$ cat config.mk
export PLATFORM = sky130hd
export DESIGN_NAME = io_port_controller
export DESIGN_NICKNAME = d
export VERILOG_FILES = /design/src/rtl/io_port_controller.sv
export SDC_FILE = /design/constraint.sdc
export NUM_CORES = 1
export LEC_CHECK = 0
export ABC_AREA = 0
export BUFFER_PORTS_ARGS = -buffer_cell sky130_fd_sc_hd__buf_4
export CORE_MARGIN = 4
export CORE_UTILIZATION = 50
export DETAILED_ROUTE_END_ITERATION = 16
export GPL_TIMING_DRIVEN = 0
export PLACE_DENSITY_LB_ADDON = 0.08
export SKIP_LAST_GASP = 1
export SLEW_MARGIN = 10
export SYNTH_ARGS = -nofsm -noshare
export SYNTH_HDL_FRONTEND = slang
export SYNTH_SLANG_ARGS = --single-unit
$ cat constraint.sdc
create_clock -name clk -period 3.9 [get_ports clk]
set_input_delay 1.17 -clock clk [delete_from_list [all_inputs] [get_ports clk]]
set_output_delay 1.17 -clock clk [all_outputs]
set_load 0.05 [all_outputs]
$ cat src/rtl/io_port_controller.sv
// io_port_controller: memory-mapped output port, synchronized input port with
// sticky rise flags, and a 32-bit free-running timer with compare match.
module io_port_controller #(
    parameter logic [31:0] BASE_ADDR = 32'hFFFF0000,
    parameter int          IN_WIDTH  = 8
) (
    input  logic                clk,
    input  logic                reset,
    input  logic [31:0]         Address,
    input  logic [31:0]         WriteData,
    input  logic                MemWrite,
    input  logic                MemRead,
    input  logic [IN_WIDTH-1:0] PortIn,
    output logic                IOSelect,
    output logic [31:0]         ReadData,
    output logic [31:0]         PortOut,
    output logic                TimerMatch
);
    logic [IN_WIDTH-1:0] s1, s2, s3, in_edge, rise;
    logic [31:0] port_out, count, cmp;
    logic        en, autoclr, match, hit, wr;
    logic [2:0]  off;
    logic        unused_addr;

    assign unused_addr = ^Address[1:0];
    assign IOSelect    = (Address[31:5] == BASE_ADDR[31:5]) && (MemRead || MemWrite);
    assign wr          = MemWrite && IOSelect;
    assign off         = Address[4:2];
    assign rise        = s2 & ~s3;
    assign hit         = en && (count == cmp);
    assign PortOut     = port_out;
    assign TimerMatch  = match;

    assign ReadData = !IOSelect    ? 32'd0 :
                      off == 3'd0 ? port_out :
                      off == 3'd1 ? 32'(s2) :
                      off == 3'd2 ? 32'(in_edge) :
                      off == 3'd3 ? count :
                      off == 3'd4 ? cmp :
                      off == 3'd5 ? {29'd0, match, autoclr, en} : 32'd0;

    // new rises and matches are OR'd in after W1C so a same-cycle event survives
    always_ff @(posedge clk or negedge reset) begin
        if (!reset) begin
            s1       <= '0;
            s2       <= '0;
            s3       <= '0;
            in_edge  <= '0;
            port_out <= '0;
            count    <= '0;
            cmp      <= '0;
            en       <= 1'b0;
            autoclr  <= 1'b0;
            match    <= 1'b0;
        end else begin
            s1      <= PortIn;
            s2      <= s1;
            s3      <= s2;
            in_edge <= ((wr && off == 3'd2) ? in_edge & ~WriteData[IN_WIDTH-1:0] : in_edge) | rise;
            if (wr && off == 3'd0) port_out <= WriteData;
            count   <= (wr && off == 3'd3) ? WriteData :
                       (hit && autoclr)    ? 32'd0 :
                       en                  ? count + 32'd1 : count;
            if (wr && off == 3'd4) cmp <= WriteData;
            if (wr && off == 3'd5) begin
                en      <= WriteData[0];
                autoclr <= WriteData[1];
            end
            match   <= ((wr && off == 3'd5) ? match & ~WriteData[2] : match) | hit;
        end
    end
endmodule

==> impl_metrics.yaml, run 1 <==
worst_setup_path:
  reg2regPathDepth: 6
  timing.critical_path.to_type: "output pin"
  ff2ff_setup_slack_ps: 1080
  critPathKind: "in -> out"
  reg2reg_from: "count[14]"
  crit_arrival_ps: 2990
  r2r_end: "count[11]"
  critPathLaunchType: "primary input"
  startpoint: "Address[7]"
  cp.required_ps: 2730
  path_max_fanout: 5
clocking:
  clockBufferDepth: 2
  cts_made_buffers: 17
  clk_latency_ps: 430
  cts_root_buffer: "clkbuf_16"
  numClockSinks: 131
  cts_tree: "yes"
  htree_levels: 4
  cts.clk_slew.worst_paths_ps: 60
logic_synthesis:
  ys_top_cells_by_count: "dfrtp_1, mux2_4, nor2_1, nand2_1, xor2_1"
  synth_top_area_share_pct: 46.7
  synthArstFlopShare_pct: 100
  ys_ff_latch: 131
  avgSynthCellArea_sq_um: 11.1
  synth_cell_types: 48
  synth_area_leaders: "dfrtp_1, mux2_4, xor2_1"
  synth_edf_count: 0
  yosysWarnings: 0
  ys.flop_type: "dfrtp_1"
  yosysMostFrequentCell: "dfrtp_1"
  syn-cell-area_sq_um: 7010
  ys_seq_area_share_pct: 46.7
  netlist_instances: 633
  synth_top_cell_by_area: "dfrtp_1"
  syn_nets: 710
grt:
  grt_start_max_net_pins: 89
  grt_pass1_wl_mm: 31.8
  grt_use_total_pct: 25.3
  grt_pass1_vias: 5811
  overflow: 0
  antenna_found_initial: 0
hold_path:
  hold_start: "s1[3]"
  hp-class: "reg -> reg"
  min_delay_path_depth: 0
  holdPathEnd: "s2[3]"
flow_run:
  cap_viol_max_count: 0
floorplan:
  start_util_pct: 50.7
  fp.dieW_um: 126
  die_h_um: 126
  dieArea_sq_um: 16000
  io_pins: 142
  core_sq_um: 13800
  row_count: 43
finish:
  diodes: 0
  seq_area_sq_um: 3280
  nNetsFinal: 875
  fillers: 1017
  area_growth_pct: 36.4
  utilization_pct: 69.2
  drive_gt1_share_pct: 40.9
  multi_input_area_sq_um: 3670
route:
  avgViaCountPerCell: 5.70
  ant_nets: 0
  firstDrtPassIters: 5
  met2_length_mm: 9.96
  highest-signal-layer: "met4"
  drc: 0
  wl_per_cell_um: 20.3
  m1WireLength_mm: 8.67
  vias: 5652
  routed_wl_mm: 20.1
  drt-initial-drc-count: 331
  met3_length_mm: 1.05
run_status:
  failed_checks: "negative setup slack"
  status: "finished with violations"
sta:
  relSlewSlack_pct: 42.2
  max_freq_mhz: 240
  fin_crit_sh_pct: 107
  hold_viol_final: 0
  finalSetupViolCount: 33
  skew_ps: 6.77
  rsz0062_at_grt: "true"
  maxSlewViolCount: 0
  layout_setup_ws_ps: -264
  period_minus_slack_ps: 4160
  tightest_slew_ps: 859
pwr:
  power.density_nw_per_um2: 342
  p_leak_nw: 4.19
  power_w: 0.00327
  ir_drop_mv: 0.273
place:
  dp_hpwl_mm: 14.2
  port_buffers: 138
  routabilityCongestion: 0.905
-- critical path, cell delays in order --
cell	delay, ps
buf_6	100
nor4_4	280
o2111ai_1	140
or4_1	550
buf_6	150
clkbuf_16	160
clkbuf_16	170
nor2_4	100
buf_6	160
-- kinds of logic (layout without fill, tap and decap cells) --
group,count (synthesis),after routing,share of synthesized area (%)
fa+ha+maj,1,1,0.178
simple gates,197,197,14.0
mux,76,76,16.1
compound gates,109,109,10.5
xor+xnor,60,60,7.49
flops,131,131,46.7
buf+inv,59,237,4.96
-- flip-flops by register name, summed over array words and instances (netlist names) --
name	cells
cmp	32
en	1
s3	8
s1	8
TimerMatch	1
in_edge	8
count	32
autoclr	1
PortOut	32
s2	8
-- report_power, final --
part | switching (W) | leakage [nW] | internal [W] | total (W)
clock | 0.000618 | 0.299 | 0.00108 | 0.00170
combinational | 0.000111 | 2.32 | 0.0000796 | 0.000190
sequential | 0.00000552 | 1.57 | 0.00137 | 0.00138
total | 0.000734 | 4.19 | 0.00254 | 0.00327
-- final cells by class --
type / count / area share (%)
Buffer: 44 / 3.82
Clock buffer: 19 / 4.63
Clock inverter: 13 / 1.92
Inverter: 13 / 0.563
Multi-Input combinational cell: 443 / 38.4
Sequential cell: 131 / 34.3
Tap cell: 180 / 2.35
Timing Repair Buffer: 148 / 14.1
-- metal layers --
metal | GRT usage [%] | up-vias
li1 | - | 2572
met3 | 4.59 | 32
met5 | 0 | -
met1 | 34.1 | 2860
met4 | 8.64 | 0
met2 | 41.5 | 188
-- worst max-delay path by stage --
stage / end
after global routing: ReadData[25]
final: ReadData[25]
after detailed placement: ReadData[26]
after global placement: ReadData[30]
after floorplan: ReadData[21]
after CTS: ReadData[22]
-- per-stage QoR --
| step | worst slack, ps | cells | hold WS (ps) | TNS [ps] | instance area (sq um) |
|---|---|---|---|---|---|
| after floorplan | -127 | 633 | 331 | -2010 | 7290 |
| after global placement | -788 | 951 | 334 | -17920 | 8560 |
| after detailed placement | -823 | 952 | 337 | -19380 | 8590 |
| after CTS | -236 | 987 | 350 | -5370 | 9470 |
| after global routing | -326 | 991 | 356 | -8750 | 9560 |
| final | -264 | 991 | 348 | -6730 | 9560 |
-- placed cells by master (no fill, tap or decap), drive strengths merged, types with 3 or more instances in the layout --
cell,count
dfrtp,131
clkbuf,39
inv,12
xnor2,27
nand2,53
o221ai,3
xor2,33
o31ai,30
nor2,59
clkinvlp,3
mux4,5
mux2i,4
a22o,8
bufinv,4
o21ai,7
nand4,13
nand3,22
mux2,67
and2,4
o22ai,3
a22oi,24
a21oi,31
or4,4
and4,3
clkinv,7
and3,7
nand2b,10
nor3,4
buf,172
nor4,12
-- timing repair --
item                                    in CTS  in global routing
gates resized for setup                     57                 22
setup buffers                                4                  5
pin swaps                                    5                  4
endpoints found under the setup margin      32                 33
hold buffers                                 0                  0
cloned                                       1                  1
Note: power is estimated with default switching activity, not from simulation.
==> run 2, diff against run 1 <==
--- a/config.mk
+++ b/config.mk
@@ -8,7 +8,7 @@
 export ABC_AREA = 0
 export BUFFER_PORTS_ARGS = -buffer_cell sky130_fd_sc_hd__buf_4
 export CORE_MARGIN = 4
-export CORE_UTILIZATION = 50
+export CORE_UTILIZATION = 60
 export DETAILED_ROUTE_END_ITERATION = 16
 export GPL_TIMING_DRIVEN = 0
 export PLACE_DENSITY_LB_ADDON = 0.08
==> constraint.sdc (replaced) <==
create_clock -name clk -period 4.8 [get_ports clk]
set_input_delay 1.44 -clock clk [delete_from_list [all_inputs] [get_ports clk]]
set_output_delay 1.44 -clock clk [all_outputs]
set_load 0.05 [all_outputs]
==> run 2 against run 1 <==
Compared with the run above: the run now ends clean; global-route usage is 5.6 points higher; wire length is 0.75% lower; clock skew is 5.8 ps higher; combinational power is 21% lower; die area is 16% lower; critical path type unchanged; critical endpoint is now ReadData[6]; largest cell class unchanged; largest power group unchanged.
==> impl_metrics.yaml, run 2 (synthesis results as in run 1) <==
worst_setup_path:
  path_cells: "buf_4, nor4_4, o2111ai_2, or4_1, buf_6, buf_8, a21oi_1, buf_4"
  ff2ff_setup_slack_ps: 1950
  critPathTopFamily: "simple AND/OR/NAND/NOR gates"
  reg2reg_from: "count[14]"
  path_buf_inv: 4
  crit_arrival_ps: 3320
  cpPeakStageDelay_ps: 550
  critPathLaunchType: "primary input"
  r2r_end: "count[10]"
  crit_slowest_cell: "or4_1"
  critPathKind: "in -> out"
  cp.required_ps: 3360
  path_max_fanout: 11
  timing.critical_path.to_type: "output pin"
  critPathMostFrequentCell: "buf_4"
  reg2regPathDepth: 6
grt:
  grt_pass1_wl_mm: 31.9
  grt_use_total_pct: 30.9
  grt_start_max_net_pins: 91
  overflow: 0
  grt_pass1_vias: 6091
  antenna_found_initial: 0
floorplan:
  die_h_um: 116
  fp.dieW_um: 116
  start_util_pct: 61.4
  row_count: 39
  io_pins: 142
  dieArea_sq_um: 13500
  core_sq_um: 11400
clocking:
  cts_root_buffer: "clkbuf_16"
  numClockSinks: 131
  clk_latency_ps: 430
  cts_made_buffers: 17
  cts.clk_slew.worst_paths_ps: 60
  cts_tree: "yes"
  htree_levels: 4
  clockBufferDepth: 2
pwr:
  p_leak_nw: 4.10
  switchingPower_w: 0.000579
  power.density_nw_per_um2: 288
  clock_power_share_pct: 51.8
  sequentialPowerShare_pct: 42.5
  internal-power_w: 0.00206
  p_comb_share_pct: 5.7
  power_w: 0.00264
  ir_drop_mv: 0.355
  swShare_pct: 22.0
flow_run:
  cap_viol_max_count: 0
finish:
  area_growth_pct: 30.6
  nNetsFinal: 871
  utilization_pct: 80.2
  fillers: 747
  diodes: 0
  drive_gt1_share_pct: 38.0
  final_common_cell: "dfrtp_1"
  most-common-layout-cells: "dfrtp_1, buf_4, mux2_4"
route:
  vias: 5820
  ant_nets: 0
  drt-initial-drc-count: 502
  drc: 0
  m1WireLength_mm: 8.00
  avgViaCountPerCell: 6.13
  highest-signal-layer: "met4"
  met3_length_mm: 1.59
  met2_length_mm: 9.67
  wl_per_cell_um: 21.0
  firstDrtPassIters: 5
  routed_wl_mm: 19.9
hold_path:
  hp-class: "reg -> reg"
  hold_start: "s1[4]"
  holdPathEnd: "s2[4]"
  min_delay_path_depth: 0
sta:
  fin_crit_sh_pct: 99.1
  maxSlewViolCount: 0
  relSlewSlack_pct: 45.3
  tightest_slew_ps: 813
  skew_ps: 12.6
  layout_setup_ws_ps: 43.2
  finalSetupViolCount: 0
  period_minus_slack_ps: 4760
  max_freq_mhz: 210
  hold_viol_final: 0
place:
  dp_slack_ps: -490
  port_buffers: 138
  routabilityCongestion: 0.921
  dp_hpwl_mm: 13.8
run_status:
  status: "finished, final reports clean"
[run 2: cell types whose count changed in the layout (fill, tap and decap cells not counted), moves of 3 or more]
cell      delta
a21oi_1      +5
a21oi_4      -5
and3_1       +3
and3_4       -3
buf_4       +18
buf_6       -13
buf_8        -8
clkbuf_1     +7
nor2_1       +5
nor2_2      +10
nor2_4      -15
[run 2: per-stage QoR]
step / hold WS [ps] / instance area (sq um) / TNS, ps / std cells
final: 348 / 9160 / 0 / 950
after global routing: 355 / 9160 / -3.19 / 950
after CTS: 351 / 9060 / 0 / 946
after detailed placement: 336 / 8360 / -7410 / 915
after global placement: 333 / 8320 / -6730 / 914
after floorplan: 331 / 7110 / -2420 / 633
[run 2: worst max path at each step]
stage | start | to | slack (ps) | cells after the start
global placement | Address[2] | ReadData[27] | -420 | 9
CTS | Address[6] | ReadData[6] | 10 | 7
detailed placement | Address[2] | ReadData[26] | -490 | 9
floorplan | Address[6] | ReadData[3] | -230 | 5
global route | Address[8] | ReadData[6] | -3 | 8
finish | Address[8] | ReadData[6] | 40 | 8
[run 2: cell type report]
| class | instances | area (sq um) | area share [%] |
|---|---|---|---|
| clock inverter | 10 | 156 | 1.71 |
| tap | 143 | 179 | 1.95 |
| buffer | 44 | 328 | 3.58 |
| inverter | 13 | 53.8 | 0.587 |
| sequential | 131 | 3280 | 35.8 |
| clock buffer | 22 | 454 | 4.96 |
| timing repair buffer | 144 | 1190 | 13.0 |
| multi-input combinational | 443 | 3520 | 38.5 |
[run 2: power groups by stage]
stage	Combinational, W	Clock [W]	Sequential (W)
6_report	0.000151	0.00137	0.00112
3_5_place_dp	0.000146	0	0.00114
2_1_floorplan	0.0000463	0	0.00114
3_3_place_gp	0.000138	0	0.00114
5_1_grt	0.000165	0.00142	0.00112
4_1_cts	0.000149	0.00138	0.00112
[run 2: metal layers]
layer	global-route usage [%]	up-vias
met2	49.2	308
met4	14.6	0
li1	-	2571
met1	40.5	2890
met3	7.10	51
met5	0	-
[run 2: repair_timing]
item                       4_1_cts  5_1_grt
setup endpoints to repair       29       25
buffers inserted                 0        4
cloned                           0        1
hold buffers                     0        0
gates resized for setup         27       15
pin swaps                        1        0
